### config.mk
export PLATFORM = sky130hd
export DESIGN_NAME = spi_flash_selftest_flat
export DESIGN_NICKNAME = d
export VERILOG_FILES = /design/src/rtl/spi_flash_selftest_if.sv /design/src/rtl/spi_flash_selftest.sv /design/src/flat_wrapper.sv
export SDC_FILE = /design/constraint.sdc
export NUM_CORES = 1
export LEC_CHECK = 0
export CORE_UTILIZATION = 30
export DETAILED_ROUTE_END_ITERATION = 12
export PLACE_DENSITY = 0.61
export SLEW_MARGIN = 20
export SYNTH_ARGS = -nofsm -noshare
export SYNTH_HDL_FRONTEND = slang
export SYNTH_SLANG_ARGS = --single-unit
### constraint.sdc
create_clock -name clk -period 3.3 [get_ports clk]
set_input_delay 0.495 -clock clk [delete_from_list [all_inputs] [get_ports clk]]
set_output_delay 0.495 -clock clk [all_outputs]
set_load 0.05 [all_outputs]
### src/rtl/spi_flash_selftest_if.sv
// Sequencer <-> SPI flash collection port bundle.
// Master side is the self-test sequencer, slave side the collection.
interface spi_flash_selftest_if #(
  parameter int ADDR_W = 24,
  parameter int CNT_W  = 16
);
  logic              read;
  logic              write;
  logic [ADDR_W-1:0] address;
  logic [31:0]       numByte_write;
  logic [CNT_W-1:0]  numByte_read;
  logic              flash_busy;
  logic              direct_fifo;
  logic [7:0]        direct_buf_in;
  logic              direct_wr_en_buf;
  logic [7:0]        direct_buf_out;
  logic              direct_rd_en_buf;

  modport master (
    output read, write, address,
    output numByte_write, numByte_read,
    output direct_fifo, direct_buf_in,
    output direct_wr_en_buf, direct_rd_en_buf,
    input  flash_busy, direct_buf_out
  );

  modport slave (
    input  read, write, address,
    input  numByte_write, numByte_read,
    input  direct_fifo, direct_buf_in,
    input  direct_wr_en_buf, direct_rd_en_buf,
    output flash_busy, direct_buf_out
  );
endinterface

### src/rtl/spi_flash_selftest.sv
// SPI flash self-test: per page fill FIFO, write, read back,
// drain and compare against the regenerated pattern.
module spi_flash_selftest #(
  parameter int FIFO_DEPTH  = 2000,
  parameter int ADDR_W      = 24,
  parameter int CNT_W       = 16,
  parameter int PAGE_STRIDE = 256,
  parameter int TIMEOUT     = 1000000
) (
  input  logic              clk,
  input  logic              rst,
  spi_flash_selftest_if.master fl,
  input  logic              start,
  input  logic [1:0]        pattern_mode,
  input  logic [7:0]        seed,
  input  logic [ADDR_W-1:0] base_addr,
  input  logic [CNT_W-1:0]  num_bytes,
  input  logic [7:0]        num_pages,
  output logic              busy,
  output logic              done,
  output logic              pass,
  output logic              timeout_err,
  output logic [CNT_W-1:0]  err_count,
  output logic [ADDR_W-1:0] first_err_addr
);

  typedef enum logic [3:0] {
    IDLE, FILL, WR_REQ, WR_WAIT_HI, WR_WAIT_LO,
    RD_REQ, RD_WAIT_HI, RD_WAIT_LO, DRAIN, NEXT, DONE
  } state_t;

  state_t            state_q, state_n;
  logic              start_q;
  logic [1:0]        mode_q;
  logic [7:0]        seed_q;
  logic [CNT_W-1:0]  nbytes_q;
  logic [7:0]        npages_q;
  logic [7:0]        page_q;
  logic [ADDR_W-1:0] addr_q;
  logic [CNT_W-1:0]  cnt_q;
  logic [7:0]        lfsr_q;
  logic [31:0]       tcnt_q;
  logic              cmp_v;
  logic [7:0]        cmp_exp;
  logic [ADDR_W-1:0] cmp_addr;

  logic              start_edge, last, tmo;
  logic [7:0]        lfsr_init, lfsr_cur, lfsr_step, pat;
  logic [CNT_W-1:0]  nbytes_clamp;
  logic              fill_en, drain_en, load_run, page_adv;
  logic              tmo_hit, wait_st, wr_c, rd_c;

  assign start_edge = start & ~start_q;
  assign last       = (cnt_q == nbytes_q - 1'b1);
  assign tmo        = (tcnt_q >= 32'(TIMEOUT));

  always_comb begin
    nbytes_clamp = num_bytes;
    if (num_bytes == '0)
      nbytes_clamp = 1;
    else if (num_bytes > CNT_W'(FIFO_DEPTH))
      nbytes_clamp = CNT_W'(FIFO_DEPTH);
  end

  // Index 0 reseeds the LFSR, so FILL and DRAIN replay the same bytes.
  always_comb begin
    lfsr_init = seed_q ^ page_q;
    if (lfsr_init == 8'h00)
      lfsr_init = 8'h01;
    lfsr_cur  = (cnt_q == '0) ? lfsr_init : lfsr_q;
    lfsr_step = {lfsr_cur[6:0],
                 lfsr_cur[7] ^ lfsr_cur[5] ^ lfsr_cur[4] ^ lfsr_cur[3]};
  end

  always_comb begin
    pat = seed_q;
    unique case (mode_q)
      2'd0: pat = seed_q + cnt_q[7:0];
      2'd1: pat = seed_q;
      2'd2: pat = lfsr_cur;
      2'd3: pat = addr_q[7:0] + cnt_q[7:0];
    endcase
  end

  always_comb begin
    state_n  = state_q;
    fill_en  = 1'b0;
    drain_en = 1'b0;
    load_run = 1'b0;
    page_adv = 1'b0;
    tmo_hit  = 1'b0;
    wait_st  = 1'b0;
    wr_c     = 1'b0;
    rd_c     = 1'b0;
    unique case (state_q)
      IDLE, DONE: begin
        if (start_edge) begin
          load_run = 1'b1;
          state_n  = FILL;
        end
      end
      FILL: begin
        fill_en = 1'b1;
        if (last) state_n = WR_REQ;
      end
      WR_REQ: begin
        wr_c    = 1'b1;
        state_n = fl.flash_busy ? WR_WAIT_LO : WR_WAIT_HI;
      end
      WR_WAIT_HI: begin
        wait_st = 1'b1;
        if (fl.flash_busy) state_n = WR_WAIT_LO;
        else if (tmo) begin
          tmo_hit = 1'b1;
          state_n = DONE;
        end
      end
      WR_WAIT_LO: begin
        wait_st = 1'b1;
        if (!fl.flash_busy) state_n = RD_REQ;
        else if (tmo) begin
          tmo_hit = 1'b1;
          state_n = DONE;
        end
      end
      RD_REQ: begin
        rd_c    = 1'b1;
        state_n = fl.flash_busy ? RD_WAIT_LO : RD_WAIT_HI;
      end
      RD_WAIT_HI: begin
        wait_st = 1'b1;
        if (fl.flash_busy) state_n = RD_WAIT_LO;
        else if (tmo) begin
          tmo_hit = 1'b1;
          state_n = DONE;
        end
      end
      RD_WAIT_LO: begin
        wait_st = 1'b1;
        if (!fl.flash_busy) state_n = DRAIN;
        else if (tmo) begin
          tmo_hit = 1'b1;
          state_n = DONE;
        end
      end
      DRAIN: begin
        drain_en = 1'b1;
        if (last) state_n = NEXT;
      end
      NEXT: begin
        if (page_q + 8'd1 == npages_q) state_n = DONE;
        else begin
          page_adv = 1'b1;
          state_n  = FILL;
        end
      end
      default: state_n = IDLE;
    endcase
  end

  always_ff @(posedge clk) begin
    if (rst) begin
      state_q        <= IDLE;
      start_q        <= 1'b0;
      mode_q         <= '0;
      seed_q         <= '0;
      nbytes_q       <= '0;
      npages_q       <= '0;
      page_q         <= '0;
      addr_q         <= '0;
      cnt_q          <= '0;
      lfsr_q         <= '0;
      tcnt_q         <= '0;
      cmp_v          <= 1'b0;
      cmp_exp        <= '0;
      cmp_addr       <= '0;
      err_count      <= '0;
      first_err_addr <= '0;
      timeout_err    <= 1'b0;
    end else begin
      state_q  <= state_n;
      start_q  <= start;
      tcnt_q   <= (wait_st && state_n == state_q) ? tcnt_q + 1 : '0;
      cmp_v    <= drain_en;
      cmp_exp  <= pat;
      cmp_addr <= addr_q + ADDR_W'(cnt_q);
      if (fill_en || drain_en) begin
        cnt_q  <= last ? '0 : cnt_q + 1'b1;
        lfsr_q <= lfsr_step;
      end
      if (page_adv) begin
        page_q <= page_q + 8'd1;
        addr_q <= addr_q + ADDR_W'(PAGE_STRIDE);
      end
      if (tmo_hit)
        timeout_err <= 1'b1;
      // Read data lands one cycle after its strobe.
      if (cmp_v && fl.direct_buf_out != cmp_exp) begin
        if (err_count != '1)
          err_count <= err_count + 1'b1;
        if (err_count == '0)
          first_err_addr <= cmp_addr;
      end
      if (load_run) begin
        mode_q         <= pattern_mode;
        seed_q         <= seed;
        nbytes_q       <= nbytes_clamp;
        npages_q       <= (num_pages == 8'd0) ? 8'd1 : num_pages;
        addr_q         <= base_addr;
        page_q         <= '0;
        cnt_q          <= '0;
        cmp_v          <= 1'b0;
        err_count      <= '0;
        first_err_addr <= '0;
        timeout_err    <= 1'b0;
      end
    end
  end

  assign fl.write            = wr_c;
  assign fl.read             = rd_c;
  assign fl.address          = addr_q;
  assign fl.numByte_write    = 32'(nbytes_q);
  assign fl.numByte_read     = nbytes_q;
  assign fl.direct_fifo      = fill_en | drain_en;
  assign fl.direct_buf_in    = fill_en ? pat : 8'h00;
  assign fl.direct_wr_en_buf = fill_en;
  assign fl.direct_rd_en_buf = drain_en;

  assign busy = (state_q != IDLE) && (state_q != DONE);
  assign done = (state_q == DONE);
  assign pass = done && (err_count == '0) && !timeout_err;

endmodule
### src/flat_wrapper.sv
// flat-port wrapper written by rule: the top's interface ports become plain ports
module spi_flash_selftest_flat 
#(
  parameter int FIFO_DEPTH  = 2000,
  parameter int ADDR_W      = 24,
  parameter int CNT_W       = 16,
  parameter int PAGE_STRIDE = 256,
  parameter int TIMEOUT     = 1000000
)
  (clk, rst, start, pattern_mode, seed, base_addr, num_bytes, num_pages, busy, done, pass, timeout_err, err_count, first_err_addr, fl_read, fl_write, fl_address, fl_numByte_write, fl_numByte_read, fl_direct_fifo, fl_direct_buf_in, fl_direct_wr_en_buf, fl_direct_rd_en_buf, fl_flash_busy, fl_direct_buf_out);
  spi_flash_selftest_if #(.ADDR_W(ADDR_W), .CNT_W(CNT_W)) fl_i ();
  input  logic clk;
  input  logic rst;
  input  logic start;
  input  logic [1:0] pattern_mode;
  input  logic [7:0] seed;
  input  logic [ADDR_W-1:0] base_addr;
  input  logic [CNT_W-1:0] num_bytes;
  input  logic [7:0] num_pages;
  output logic busy;
  output logic done;
  output logic pass;
  output logic timeout_err;
  output logic [CNT_W-1:0] err_count;
  output logic [ADDR_W-1:0] first_err_addr;
  output wire logic [$bits(fl_i.read)-1:0] fl_read;
  output wire logic [$bits(fl_i.write)-1:0] fl_write;
  output wire logic [$bits(fl_i.address)-1:0] fl_address;
  output wire logic [$bits(fl_i.numByte_write)-1:0] fl_numByte_write;
  output wire logic [$bits(fl_i.numByte_read)-1:0] fl_numByte_read;
  output wire logic [$bits(fl_i.direct_fifo)-1:0] fl_direct_fifo;
  output wire logic [$bits(fl_i.direct_buf_in)-1:0] fl_direct_buf_in;
  output wire logic [$bits(fl_i.direct_wr_en_buf)-1:0] fl_direct_wr_en_buf;
  output wire logic [$bits(fl_i.direct_rd_en_buf)-1:0] fl_direct_rd_en_buf;
  input wire logic [$bits(fl_i.flash_busy)-1:0] fl_flash_busy;
  input wire logic [$bits(fl_i.direct_buf_out)-1:0] fl_direct_buf_out;
  assign fl_read = fl_i.read;
  assign fl_write = fl_i.write;
  assign fl_address = fl_i.address;
  assign fl_numByte_write = fl_i.numByte_write;
  assign fl_numByte_read = fl_i.numByte_read;
  assign fl_direct_fifo = fl_i.direct_fifo;
  assign fl_direct_buf_in = fl_i.direct_buf_in;
  assign fl_direct_wr_en_buf = fl_i.direct_wr_en_buf;
  assign fl_direct_rd_en_buf = fl_i.direct_rd_en_buf;
  assign fl_i.flash_busy = fl_flash_busy;
  assign fl_i.direct_buf_out = fl_direct_buf_out;
  spi_flash_selftest #(.FIFO_DEPTH(FIFO_DEPTH), .ADDR_W(ADDR_W), .CNT_W(CNT_W), .PAGE_STRIDE(PAGE_STRIDE), .TIMEOUT(TIMEOUT)) u_core (.clk(clk), .rst(rst), .fl(fl_i), .start(start), .pattern_mode(pattern_mode), .seed(seed), .base_addr(base_addr), .num_bytes(num_bytes), .num_pages(num_pages), .busy(busy), .done(done), .pass(pass), .timeout_err(timeout_err), .err_count(err_count), .first_err_addr(first_err_addr));
endmodule
==> impl_metrics.csv <==
group,metric,value,unit
timing,fin_setup_tns,-0.6027,ns
routing,via_per_inst,4.868,
placement,io_buffers,182,
synthesis,yosys.area.top_type,"dfxtp_1",
routing,drt-total-wl,30540,um
critical_path,r2r_end,"u_core.cnt_q[13]",
routing,via_count,9370,
cells_and_area,final_layout_size_suffix_gt1_share,11.90,%
routing,drt_first_pass_iters,7,
pwr,p_int,4.416,mW
die,initial_utilization,30.57,%
timing,period_share,106.7,%
routing,drc,0,
timing,worst_slew_pin_slew,0.6470,ns
critical_path,endpoint_kind,"output pin",
pwr,switchingPower,1.762,mW
routing,ant_nets,0,
pwr,p_comb_share,15.9,%
synthesis,synth_seq_cells,201,
timing,finalClockSkew,0.008847,ns
die,die_w,189.8,um
synthesis,synth_top_family_by_area,"simple AND/OR/NAND/NOR gates",
cells_and_area,syn2layout_area_growth,32.06,%
pwr,vdd_drop_max,0.3254,mV
synthesis,yosys_most_used_dff,"dfxtp_1",
die,dieHeight,189.8,um
hold_path,hp-class,"reg2reg",
routing,avgRoutedWirePerCell,15.86,um
synthesis,synth.distinct_cells,68,
pwr,power,6.178,mW
outcome,violations,"setup timing",
timing,finalSetupViolations,5,
critical_path,cp.arrival,3.03,ns
synthesis,synth_compound_area_share,11.96,%
critical_path,crit_start,"u_core.mode_q[1]",
synthesis,synth.top_cell.area_share,38.01,%
hold_path,hold_depth,2,
synthesis,netlist_instances,1263,
die,coreArea,34630,um^2
timing,report.final.hold_viol_count,0,
global_route,grt_pass1_wl,48320,um
pwr,p_seq_share,42.1,%
synthesis,ys_top_cells_by_area,"dfxtp_1 (38%), xnor2_1 (6.1%), nor2_1 (6.1%)",
pwr,clkPwrFrac,42.0,%
pwr,cellLeakagePower,5.409,nW
die,design.die.area,36040,um^2
synthesis,synthAdderAreaFrac,4.515,%
clock_network,clockRootBuffer,"clkbuf_16",
synthesis,avgSynthCellArea,8.381,um^2
timing,max_freq,284.0,MHz
synthesis,synth_common_cells,"dfxtp_1 (201), nor2_1 (171), nand2_1 (119)",
critical_path,critPathRequiredTime,2.80,ns
synthesis,async_flop_share,0,%
pwr,p_per_area,442.0,nW/um^2
routing,drtIter0Drc,416,
timing,finalMaxSlewViolations,0,
timing,max_slew_margin,56.87,%
synthesis,ys_warn_count,0,
global_route,grt.overflow.total,0,
clock_network,cts.clk_slew.worst_paths,0.06,ns
hold_path,hold_start,"u_core.lfsr_q[6]",
clock_network,insertion_delay,0.52,ns
synthesis,yosysMostFrequentCell,"dfxtp_1",
timing,setup_slack,-0.2217,ns
die,rows,68,
critical_path,startpoint_type,"flip-flop",
synthesis,synth_mux_area_share,4.421,%
clock_network,h-tree-depth,1,
hold_path,hold_end,"u_core.lfsr_q[6]",
critical_path,ff2ff_path_depth,11,
placement,gp_congestion,0.8923,
synthesis,synth-simple-area-share,23.43,%
clock_network,postCtsHoldBufs,0,
synthesis,synth_xor_xnor_area_share,11.48,%
clock_network,numCtsBuffers,25,
run,drv_cap,0,
synthesis,yosysSeqAreaShare,38.01,%
timing,rsz0062_at_grt,"yes",
global_route,grt_usage,16.66,%
clock_network,clkSinkCount,201,
cells_and_area,final_nets,1561,
timing,layout_min_cycle_time,3.522,ns
critical_path,worst-setup-path-type,"reg2out",
synthesis,synth_edf_count,0,
synthesis,synth_area,10590,um^2
outcome,outcome,"finished, violations left",
critical_path,r2r-start,"u_core.fl.numByte_read[1]",
global_route,grt_pass1_vias,9027,
die,ios,199,
critical_path,cp_max_fo,3,
critical_path,r2r_slack,0.23,ns
pwr,switching_share,28.53,%
clock_network,cts.path.max_buffers,3,
placement,hpwl,22720,um
global_route,grt_max_degree,66,
cells_and_area,utilization,40.37,%
cells_and_area,antenna_cells,0,
global_route,antenna_found_initial,0,
clock_network,cts_tree,"done",
## kinds of logic after synthesis
| family | count (synthesis) |
|---|---|
| xor+xnor | 137 |
| mux | 45 |
| buf+inv | 131 |
| compound gates | 193 |
| flops | 201 |
| simple gates | 518 |
| other cells | 1 |
| fa+ha+maj | 37 |
## how the worst max path moves through the flow
stage                          endpoint  slack [ns]  cells past startpoint
floorplan           fl_direct_buf_in[6]      -0.008                     13
global placement    fl_direct_buf_in[6]        0.12                     13
detailed placement  fl_direct_buf_in[7]        0.06                     12
CTS                 fl_direct_buf_in[6]       -0.17                     13
global route        fl_direct_buf_in[6]       -0.30                     13
finish              fl_direct_buf_in[6]       -0.22                     13
## layout make-up
class	count	area, um^2
clock buffers	30	664.4
flip-flops and latches	201	4036
clock inverters	13	108.9
multi-input cells	958	6171
repair buffers	231	2290
fillers	3432	20650
inverters	37	138.9
well taps	455	569.3
## metrics by stage
step | hold WS [ns] | setup slack (ns) | instances | area (um^2)
after floorplan | 0.4329 | -0.008037 | 1290 | 10700
after global placement | 0.4389 | 0.1170 | 1875 | 13010
after detailed placement | 0.4448 | 0.06390 | 1875 | 13010
after CTS | 0.4530 | -0.1746 | 1922 | 13920
after global routing | 0.4727 | -0.3043 | 1925 | 13980
final | 0.4552 | -0.2217 | 1925 | 13980
## cells in the final DEF, fill, tap and decap left out, types with 8 or more instances in the layout
master,n
buf_12,10
nand4_1,23
a21oi_2,8
nand2_1,119
conb_1,28
clkdlybuf4s50_1,171
xor2_1,62
nand3_1,40
nor4_1,17
or3_1,12
and2_1,9
a211oi_1,21
nor2_2,22
xnor2_1,72
mux2i_1,31
nor3_1,37
buf_4,48
a21oi_1,58
nor2_1,167
nor2b_1,14
ha_1,32
o21ai_0,28
mux2_2,12
and3_1,14
inv_1,37
clkbuf_16,25
a21o_1,11
dfxtp_1,197
## sequential cells by signal, indices dropped and copies added, names as in the netlist
signal and cells:
u_core.seed_q 8, u_core.mode_q 2, u_core.cmp_addr 24, u_core.state_q 4, u_core.timeout_err 1, u_core.cmp_v 1, u_core.fl.address 24, u_core.cnt_q 16
u_core.cmp_exp 8, u_core.fl.numByte_read 16, u_core.err_count 16, u_core.lfsr_q 8, u_core.tcnt_q 32, u_core.npages_q 8, u_core.page_q 8, u_core.start_q 1
u_core.first_err_addr 24
## worst max-delay path, cell delays in order, from the launching register on
cell	delay, ns
dfxtp_4	0.35
ha_4	0.17
mux2_4	0.31
ha_4	0.17
fa_2	0.35
a21oi_2	0.13
nor2_1	0.05
nor2_1	0.12
o21bai_1	0.12
a21oi_2	0.20
xnor2_2	0.14
a21oi_2	0.11
nor2_4	0.14
buf_12	0.14
## power groups by stage
stage	Clock [mW]	Sequential [mW]	Combinational [mW]
final	2.60	2.60	0.982
after global routing	2.77	2.61	1.06
after CTS	2.66	2.60	0.979
after detailed placement	0	2.65	0.959
after global placement	0	2.65	0.953
after floorplan	0	2.73	0.540
## layer usage
layer	track usage, %	part of all wire (%)
met1	22.23	46
met3	2.619	4.8
met5	0	0
met4	5.149	2.7
met2	27.39	46
## what timing repair did
item,in CTS,in global routing
pin swaps,12,16
setup endpoints to repair,7,29
resized for setup,27,9
buffers inserted,4,3
Note: power is estimated with default switching activity, not from simulation.
